File: config.mk
export PLATFORM = sky130hd
export DESIGN_NAME = if_stage
export DESIGN_NICKNAME = d
export VERILOG_FILES = /design/src/rtl/if_stage.sv
export SDC_FILE = /design/constraint.sdc
export NUM_CORES = 1
export LEC_CHECK = 0
export CAP_MARGIN = 5
export CORE_ASPECT_RATIO = 1.2
export CORE_UTILIZATION = 30
export DETAILED_ROUTE_END_ITERATION = 7
export PLACE_DENSITY = 0.49
export SYNTH_ARGS = -nofsm -noshare
export SYNTH_HDL_FRONTEND = slang
export SYNTH_SLANG_ARGS = --single-unit
File: constraint.sdc
create_clock -name clk -period 5.54 [get_ports clk]
set_input_delay 1.108 -clock clk [delete_from_list [all_inputs] [get_ports clk]]
set_output_delay 1.108 -clock clk [all_outputs]
set_load 0.02 [all_outputs]
File: src/rtl/if_stage.sv
// Instruction fetch stage: PC, single-outstanding imem fetch, IF/ID register.
// Define IF_STATIC_BP_EN for static prediction of jal and backward branches.
module if_stage #(
  parameter int              XLEN      = 64,
  parameter logic [XLEN-1:0] RESET_PC  = 64'h0000_0000_8000_0000,
  parameter logic [31:0]     NOP_INSTR = 32'h0000_0013
) (
  input  logic            clk,
  input  logic            rst,
  input  logic            id_stall_i,
  input  logic            redirect_valid_i,
  input  logic [XLEN-1:0] redirect_pc_i,
  output logic            imem_req_valid_o,
  input  logic            imem_req_ready_i,
  output logic [XLEN-1:0] imem_req_addr_o,
  input  logic            imem_resp_valid_i,
  input  logic [31:0]     imem_resp_data_i,
  output logic            if_id_valid_o,
  output logic [31:0]     if_id_instr_o,
  output logic [XLEN-1:0] if_id_pc_o,
  output logic            if_id_pred_taken_o
);

  typedef enum logic [1:0] {
    S_REQ,
    S_WAIT,
    S_HOLD
  } state_e;

  typedef struct packed {
    logic [XLEN-1:0] pc;
    logic [31:0]     instr;
    logic            pred;
  } slot_t;

  state_e          state_q, state_d;
  logic [XLEN-1:0] pc_q, pc_d;
  logic            discard_q, discard_d;
  slot_t           hold_q, hold_d;
  slot_t           ifid_q, ifid_d;
  logic            ifid_vld_q, ifid_vld_d;

  logic            req_fire;
  logic            resp_take;
  logic            ifid_free;
  logic [XLEN-1:0] pc_seq;
  logic [XLEN-1:0] pc_next;
  logic [XLEN-1:0] redir_tgt;
  logic            pred_taken;
  logic [XLEN-1:0] pred_tgt;
  slot_t           fetched;

  assign pc_seq    = pc_q + XLEN'(4);
  assign redir_tgt = {redirect_pc_i[XLEN-1:2], 2'b00};

`ifdef IF_STATIC_BP_EN
  logic [XLEN-1:0] j_imm;
  logic [XLEN-1:0] b_imm;
  logic [XLEN-1:0] raw_tgt;
  logic            is_jal;
  logic            is_bwd;

  assign j_imm = {{(XLEN-20){imem_resp_data_i[31]}},
                  imem_resp_data_i[19:12],
                  imem_resp_data_i[20],
                  imem_resp_data_i[30:21], 1'b0};
  assign b_imm = {{(XLEN-12){imem_resp_data_i[31]}},
                  imem_resp_data_i[7],
                  imem_resp_data_i[30:25],
                  imem_resp_data_i[11:8], 1'b0};
  assign is_jal = imem_resp_data_i[6:0] == 7'b1101111;
  assign is_bwd = (imem_resp_data_i[6:0] == 7'b1100011)
                  && imem_resp_data_i[31];
  assign raw_tgt = pc_q + (is_jal ? j_imm : b_imm);
  assign pred_taken = is_jal | is_bwd;
  assign pred_tgt = {raw_tgt[XLEN-1:2], 2'b00};
`else
  assign pred_taken = 1'b0;
  assign pred_tgt   = pc_seq;
`endif

  assign pc_next = pred_taken ? pred_tgt : pc_seq;

  assign imem_req_valid_o = (state_q == S_REQ) && !rst;
  assign imem_req_addr_o  = pc_q;
  assign req_fire  = imem_req_valid_o && imem_req_ready_i;
  assign resp_take = (state_q == S_WAIT) && imem_resp_valid_i;
  assign ifid_free = !id_stall_i || !ifid_vld_q;

  assign fetched.pc    = pc_q;
  assign fetched.instr = imem_resp_data_i;
  assign fetched.pred  = pred_taken;

  always_comb begin
    state_d    = state_q;
    pc_d       = pc_q;
    discard_d  = discard_q;
    hold_d     = hold_q;
    ifid_d     = ifid_q;
    ifid_vld_d = ifid_vld_q;

    if (!(id_stall_i && ifid_vld_q)) begin
      ifid_vld_d   = 1'b0;
      ifid_d.instr = NOP_INSTR;
      ifid_d.pred  = 1'b0;
    end

    unique case (state_q)
      S_REQ: begin
        if (req_fire) state_d = S_WAIT;
      end
      S_WAIT: begin
        if (resp_take) begin
          if (discard_q) begin
            discard_d = 1'b0;
            state_d   = S_REQ;
          end else if (ifid_free) begin
            ifid_d     = fetched;
            ifid_vld_d = 1'b1;
            pc_d       = pc_next;
            state_d    = S_REQ;
          end else begin
            hold_d  = fetched;
            pc_d    = pc_next;
            state_d = S_HOLD;
          end
        end
      end
      S_HOLD: begin
        if (!id_stall_i) begin
          ifid_d     = hold_q;
          ifid_vld_d = 1'b1;
          state_d    = S_REQ;
        end
      end
      default: state_d = S_REQ;
    endcase

    // Redirect beats stall and any response in flight.
    if (redirect_valid_i) begin
      pc_d         = redir_tgt;
      ifid_vld_d   = 1'b0;
      ifid_d.instr = NOP_INSTR;
      ifid_d.pred  = 1'b0;
      hold_d       = '0;
      unique case (state_q)
        S_REQ: begin
          state_d   = req_fire ? S_WAIT : S_REQ;
          discard_d = req_fire;
        end
        S_WAIT: begin
          state_d   = resp_take ? S_REQ : S_WAIT;
          discard_d = !resp_take;
        end
        default: begin
          state_d   = S_REQ;
          discard_d = 1'b0;
        end
      endcase
    end
  end

  always_ff @(posedge clk) begin
    if (rst) begin
      state_q      <= S_REQ;
      pc_q         <= RESET_PC;
      discard_q    <= 1'b0;
      hold_q       <= '0;
      ifid_q.pc    <= '0;
      ifid_q.instr <= NOP_INSTR;
      ifid_q.pred  <= 1'b0;
      ifid_vld_q   <= 1'b0;
    end else begin
      state_q    <= state_d;
      pc_q       <= pc_d;
      discard_q  <= discard_d;
      hold_q     <= hold_d;
      ifid_q     <= ifid_d;
      ifid_vld_q <= ifid_vld_d;
    end
  end

  assign if_id_valid_o      = ifid_vld_q;
  assign if_id_instr_o      = ifid_q.instr;
  assign if_id_pc_o         = ifid_q.pc;
  assign if_id_pred_taken_o = ifid_q.pred;

endmodule

Word level (Yosys, flattened, before mapping)
Cells that the tools add are included.
{"block": "word_totals", "output_inout_bits": 163, "reg_bits": 261, "in_bits": 102}
{"block": "classes", "n_addsub": 1, "mux": 30, "bitwise_logic": 2, "n_reduce_logical": 20, "eq_ne": 10}
{"op": "two-way mux 97 bit", "count": 4}
{"op": "two-way mux 64 bit", "count": 4}
{"op": "one-hot mux 97 bit (2 select lines)", "count": 1}
{"op": "adder 64 x 3 -> 64 bit, second input constant", "count": 1}
{"op": "two-way mux 33 bit", "count": 1}
{"op": "two-way mux 2 bit", "count": 6}
{"op": "two-way mux 1 bit", "count": 10}
{"op": "inequality test 2 bit, second input constant", "count": 5}
{"op": "inequality test 3 bit, second input constant", "count": 3}
{"op": "AND reduction 3 bit", "count": 3}
{"op": "one-hot mux 1 bit (2 select lines)", "count": 3}
{"op": "one-hot mux 2 bit (3 select lines)", "count": 1}
{"op": "nonzero test 2 bit", "count": 3}
{"op": "AND reduction 5 bit", "count": 1}
{"op": "logical AND 1 bit", "count": 4}
{"op": "zero test 1 bit", "count": 4}
{"op": "AND reduction 4 bit", "count": 1}
{"op": "== test 2 x 1 -> 1 bit, second input constant", "count": 1}
{"op": "== test 2 bit, second input constant", "count": 1}
{"op": "zero test 2 bit", "count": 1}
{"op": "NOT 1 bit", "count": 2}
{"op": "AND reduction 2 bit", "count": 1}
{"op": "OR reduction 2 bit", "count": 1}
{"op": "logical OR 1 bit", "count": 1}

Depth between registers and ports, before layout
{"block": "depth", "word_depth": 7, "mapped_depth": 11, "mapped_depth_nobuf": 7}

Worst setup path after synthesis
No wires, ideal clock.
{"block": "synth_timing", "kind": "input to register", "startpoint": "input port imem_resp_valid_i", "endpoint": "register pc_q[59] (netlist: imem_req_addr_o[59])", "setup_time_ns": 0.120, "required_ns": 5.420, "arrival_time_ns": 2.710, "stages": 6, "path_slack_ns": 2.711, "cell_sequence": "and4_1 -> nand4_1 -> or4b_2 -> buf_2 -> mux2i_1 -> a211o_1"}
{"block": "synth_between", "elab_chain_cells": 3}
{"item": "start, declared", "line": "16", "source": "input logic imem_resp_valid_i,"}
{"item": "logical AND 1 bit", "line": "87", "source": "assign resp_take = (state_q == S_WAIT) && imem_resp_valid_i;"}
{"item": "nonzero test 2 bit (no line)"}
{"item": "AND reduction 3 bit (no line)"}
{"item": "end signal, assigned", "line": "175", "source": "pc_q <= pc_d;"}
{"item": "end, declared", "line": "37", "source": "logic [XLEN-1:0] pc_q, pc_d;"}
No other way between the ends.
A chain may end at the register's enable or synchronous reset.

Worst setup path in the final report
{"block": "layout_timing", "startpoint": "input port rst", "endpoint": "output port imem_req_valid_o"}
{"block": "layout_between", "elab_chain_cells": 2}
{"item": "start, declared", "line": "9", "source": "input logic rst,"}
{"item": "zero test 1 bit", "line": "84", "source": "assign imem_req_valid_o = (state_q == S_REQ) && !rst;"}
{"item": "logical AND 1 bit", "line": "84"}
{"item": "end, declared", "line": "13", "source": "output logic imem_req_valid_o,"}
No other way between the ends.

==> flow_summary.rst <==
.. list-table::
   :header-rows: 1

   * - Metric
     - Value
   * - Result of the run
     - complete, no violations
   * - Vias after detailed routing
     - around 11k
   * - Die Height
     - ~220 um
   * - Hold Vio Cnt, Final
     - 0
   * - Mean cell area of the mapped netlist
     - 8.03 um^2
   * - Placeable Area
     - 0.0380 mm^2
   * - Final sum of negative setup slack
     - 0 ns
   * - Layout cell share with drive strength beyond 1
     - 0.0544
   * - First drt pass iteration count
     - 5
   * - Largest net degree at the start of global routing
     - 75
   * - Die X
     - 182 um
   * - Net Switching
     - 1090 uW
   * - Unrepaired setup endpoints after global routing
     - no
   * - Inst Count DP
     - 2070
   * - Number of buffers added to fix hold violations after cts
     - 0
   * - Routed WL
     - 42100 um
   * - Placed wire-length estimate after detailed placement
     - 27100 um
   * - Register share of total power
     - 0.465
   * - Proportion of synthesized chip area in sequential cells
     - 0.440
   * - Remaining number of nets flagged by the antenna check after routing
     - 0
   * - Proportion of register bits with asynchronous set or reset after synthesis
     - 0
   * - Average routed wire per standard cell
     - between 15 and 20 um
   * - N_diodes
     - 0
   * - Clock root buffer
     - sky130_fd_sc_hd__clkbuf_16
   * - Internal portion of total power
     - between 3000 and 4000 uW
   * - Number of antenna violations at the first check in global routing
     - 3
   * - Level count of the clock H-tree
     - 1
   * - Worst-path cell chain
     - buf_4 -> nor2b_1 -> clkdlybuf4s50_1
   * - Weighted congestion at the end of routability-driven global placement
     - roughly 0.78
   * - Fill cell total of the finished layout
     - slightly below 4k
   * - Post-synth top area cell
     - sky130_fd_sc_hd__dfxtp_1
   * - Data arrival, critical path
     - 2.39 ns
   * - Tmin final
     - 3.50 ns
   * - Worst Setup Slack, final
     - 2.04 ns
   * - Clock power share
     - 0.431
   * - Distinct cell type count of the synthesized netlist
     - 65
   * - Proportion of power drawn by combinational gates
     - 0.104
   * - Setup Viol. Count Final
     - 0
   * - Global-route wire length before repair
     - 64600 um
   * - Period utilisation layout
     - 0.631
   * - Headroom to the max-slew limit
     - 0.336
   * - Final Skew
     - 0.0144 ns
   * - Effective utilization at floorplan
     - 0.306
   * - Crit path required time
     - 4.43 ns
   * - Transition at the pin with the smallest max-transition slack
     - roughly 1.0 ns
   * - Worst-case clock buffer depth
     - 3
   * - CTS tree
     - built
   * - Critical Setup Path Class
     - in -> out
   * - Leakage component of the power
     - 0.00499 uW
   * - Hold crit path type
     - reg -> reg
   * - Cell with the largest stage delay on the worst path
     - sky130_fd_sc_hd__clkdlybuf4s50_1
   * - Register clock-pin slew on the reported worst setup and hold paths
     - approximately 0.06 ns
   * - Maximum vdd ir drop
     - 0.000204 V
   * - Crit start category
     - input pin
   * - DRC errors left
     - 0
   * - Violation count after the first detailed-routing iteration
     - 544
   * - Endpoint class of the critical path
     - primary output
   * - Count of input and output buffers
     - 258
   * - Buffers & Inverters on Critical Path
     - 2
   * - Cts bufs inserted
     - 29
   * - Via count normalized by instance count
     - 5.29
   * - Number of setup buffers added after CTS
     - 0
   * - Via count of the first global-routing pass
     - 10.7k
   * - Worst setup timing slack at the placement stage
     - approximately 1.7 ns
   * - Number of placement rows
     - 78
   * - Sequential cell area
     - 0.00510 mm^2
   * - EDFF count, synth
     - 0
   * - Layout net count
     - 1729
   * - Top Family by Delay on Critical Path
     - buffers and inverters
   * - Max cap viols
     - 0
   * - Area occupied by multi-input gates
     - 0.00592 mm^2
   * - Cell Pwr Density
     - roughly 270 mW/mm^2
   * - Gate Count Post-Synth
     - around 1.4k
   * - Number of gates given a new drive strength after cts
     - 0
   * - Remaining global-route overflow
     - 0
   * - All-Layer GR Usage
     - 0.208
   * - Top fanout value on the critical path
     - 60
   * - Utilization of the core after routing
     - 0.403
   * - Sinks on Clock Net
     - 255
   * - Warnings from Yosys
     - 0
   * - Area growth, synth to finish
     - 31.7%
   * - Switching share of power
     - 0.261
   * - Die footprint
     - slightly below 0.04 mm^2
   * - Total of flip-flops plus latches after synthesis
     - 255
   * - Slew Limit Fails
     - 0
   * - Number of placed I/O pins
     - 265
   * - Synthesized cell area
     - 0.0116 mm^2
   * - Critical Path Max Stage Delay
     - roughly 0.60 ns
   * - F_max
     - 0.286 GHz
   * - Clk_lat worst skew
     - approximately 0.56 ns
   * - Total Power Consumption
     - 4180 uW
   * - Synth top area cells
     - sky130_fd_sc_hd__dfxtp_1 (44%), sky130_fd_sc_hd__nand2_1 (9.4%), sky130_fd_sc_hd__a21oi_1 (7.3%), sky130_fd_sc_hd__a22o_1 (6.3%), sky130_fd_sc_hd__nand3_1 (3.5%)
   * - Most used flip-flop cell after synthesis
     - sky130_fd_sc_hd__dfxtp_1
   * - Top-area cell type share of the netlist area
     - 0.440
   * - Fin cells
     - 2117
[cells in the final DEF (no fill, tap or decap), types with 5 or more instances in the layout]
cell type and n:
sky130_fd_sc_hd__nand2_1 291, sky130_fd_sc_hd__clkdlybuf4s50_1 256, sky130_fd_sc_hd__dfxtp_1 255, sky130_fd_sc_hd__a21oi_1 170
sky130_fd_sc_hd__nor2_1 93, sky130_fd_sc_hd__a22o_1 83, sky130_fd_sc_hd__nand3_1 80, sky130_fd_sc_hd__nand4_1 32
sky130_fd_sc_hd__a211oi_1 32, sky130_fd_sc_hd__a22oi_1 31, sky130_fd_sc_hd__clkbuf_16 29, sky130_fd_sc_hd__o21ai_0 20
sky130_fd_sc_hd__xnor2_1 19, sky130_fd_sc_hd__xor2_1 19, sky130_fd_sc_hd__buf_4 19, sky130_fd_sc_hd__and3_1 18
sky130_fd_sc_hd__inv_1 17, sky130_fd_sc_hd__nor3_1 15, sky130_fd_sc_hd__nor4_1 14, sky130_fd_sc_hd__a311oi_1 14
sky130_fd_sc_hd__and4_1 13, sky130_fd_sc_hd__or4_1 9, sky130_fd_sc_hd__clkbuf_1 9, sky130_fd_sc_hd__o31ai_1 8
sky130_fd_sc_hd__mux2i_1 7, sky130_fd_sc_hd__and2_1 6, sky130_fd_sc_hd__clkinv_2 5, sky130_fd_sc_hd__or3_1 5
[worst reg2reg max path: stages, from the launching register on]
cell and delay (ns):
sky130_fd_sc_hd__dfxtp_1 0.32, sky130_fd_sc_hd__inv_1 0.14, sky130_fd_sc_hd__ha_1 0.48, sky130_fd_sc_hd__and4b_1 0.39, sky130_fd_sc_hd__nand4_1 0.28, sky130_fd_sc_hd__or4b_2 0.86
sky130_fd_sc_hd__mux2i_1 0.17, sky130_fd_sc_hd__a211o_1 0.26
[metrics by stage]
stage	instance area [um^2]	hold slack [ns]
global route	15300	0.466
global placement	14400	0.439
floorplan	11600	0.436
detailed placement	14400	0.446
finish	15300	0.450
CTS	15300	0.454
[power groups by stage]
stage / sequential (uW) / combinational (uW) / clock [uW]
floorplan: 1990 / 194 / 0
detailed placement: 1980 / 438 / 0
global placement: 1980 / 435 / 0
global route: 1950 / 466 / 1920
CTS: 1940 / 440 / 1850
finish: 1940 / 434 / 1800
[registers in the layout (all words and copies together) (netlist names)]
register,cells
discard_q,1
hold_q,94
if_id_instr_o,32
if_id_pc_o,62
if_id_pred_taken_o,1
if_id_valid_o,1
imem_req_addr_o,62
state_q,2
[cells in the mapped netlist (7+ instances only)]
cell / instances
sky130_fd_sc_hd__clkbuf_1: 104
sky130_fd_sc_hd__nand2_1: 292
sky130_fd_sc_hd__a22o_1: 83
sky130_fd_sc_hd__a22oi_1: 31
sky130_fd_sc_hd__and4_1: 13
sky130_fd_sc_hd__o21ai_0: 20
sky130_fd_sc_hd__nor2_1: 96
sky130_fd_sc_hd__xor2_1: 19
sky130_fd_sc_hd__mux2i_1: 7
sky130_fd_sc_hd__buf_1: 11
sky130_fd_sc_hd__xnor2_1: 19
sky130_fd_sc_hd__dfxtp_1: 255
sky130_fd_sc_hd__a311oi_1: 14
sky130_fd_sc_hd__or4_1: 9
sky130_fd_sc_hd__a21oi_1: 170
sky130_fd_sc_hd__nand4_1: 32
sky130_fd_sc_hd__o31ai_1: 8
sky130_fd_sc_hd__inv_1: 17
sky130_fd_sc_hd__and3_1: 18
sky130_fd_sc_hd__nor3_1: 15
sky130_fd_sc_hd__nor4_1: 14
sky130_fd_sc_hd__a211oi_1: 32
sky130_fd_sc_hd__nand3_1: 80
[layer usage]
| layer | up-vias | part of all wire | track usage |
|---|---|---|---|
| met5 | - | 0.00097 | 0 |
| met4 | 6 | 0.020 | 0.0568 |
| met3 | 56 | 0.065 | 0.0488 |
| met2 | 299 | 0.47 | 0.353 |
| met1 | 5379 | 0.44 | 0.263 |
| li1 | 5455 | - | - |
[area by class of cell]
class	count	share of cell area
Multi-Input combinational cell	1040	0.388
Inverter	18	0.00450
Sequential cell	255	0.334
Tap cell	480	0.0393
Clock inverter	5	0.00327
Timing Repair Buffer	278	0.179
Clock buffer	41	0.0524
[worst paths after layout]
path                            slack [ns]                          endpoint  depth (start not counted)                         from
worst min-delay path                  0.45       if_id_pc_o[21]$_SDFFE_PP0P_                          2  if_id_pc_o[21]$_SDFFE_PP0P_
worst min register to register        0.45       if_id_pc_o[21]$_SDFFE_PP0P_                          2  if_id_pc_o[21]$_SDFFE_PP0P_
worst max-delay path                  2.04                  imem_req_valid_o                          3                          rst
worst max register to register        2.54  imem_req_addr_o[59]$_SDFFE_PP0P_                          7      state_q[1]$_SDFFE_PP0P_
[cells by family (layout without fill, tap and decap cells)]
group	Yosys count	in the layout	synth area share
flip-flops	255	255	0.440
multiplexers	7	7	0.00604
AND/OR/NAND/NOR	608	608	0.247
buffers and inverters	153	342	0.0564
AO/OA/AOI/OAI	378	378	0.216
adder cells (fa/ha/maj)	5	5	0.00539
XOR/XNOR	38	38	0.0287
other	1	4	0.000323
Note: power is estimated with default switching activity, not from simulation.
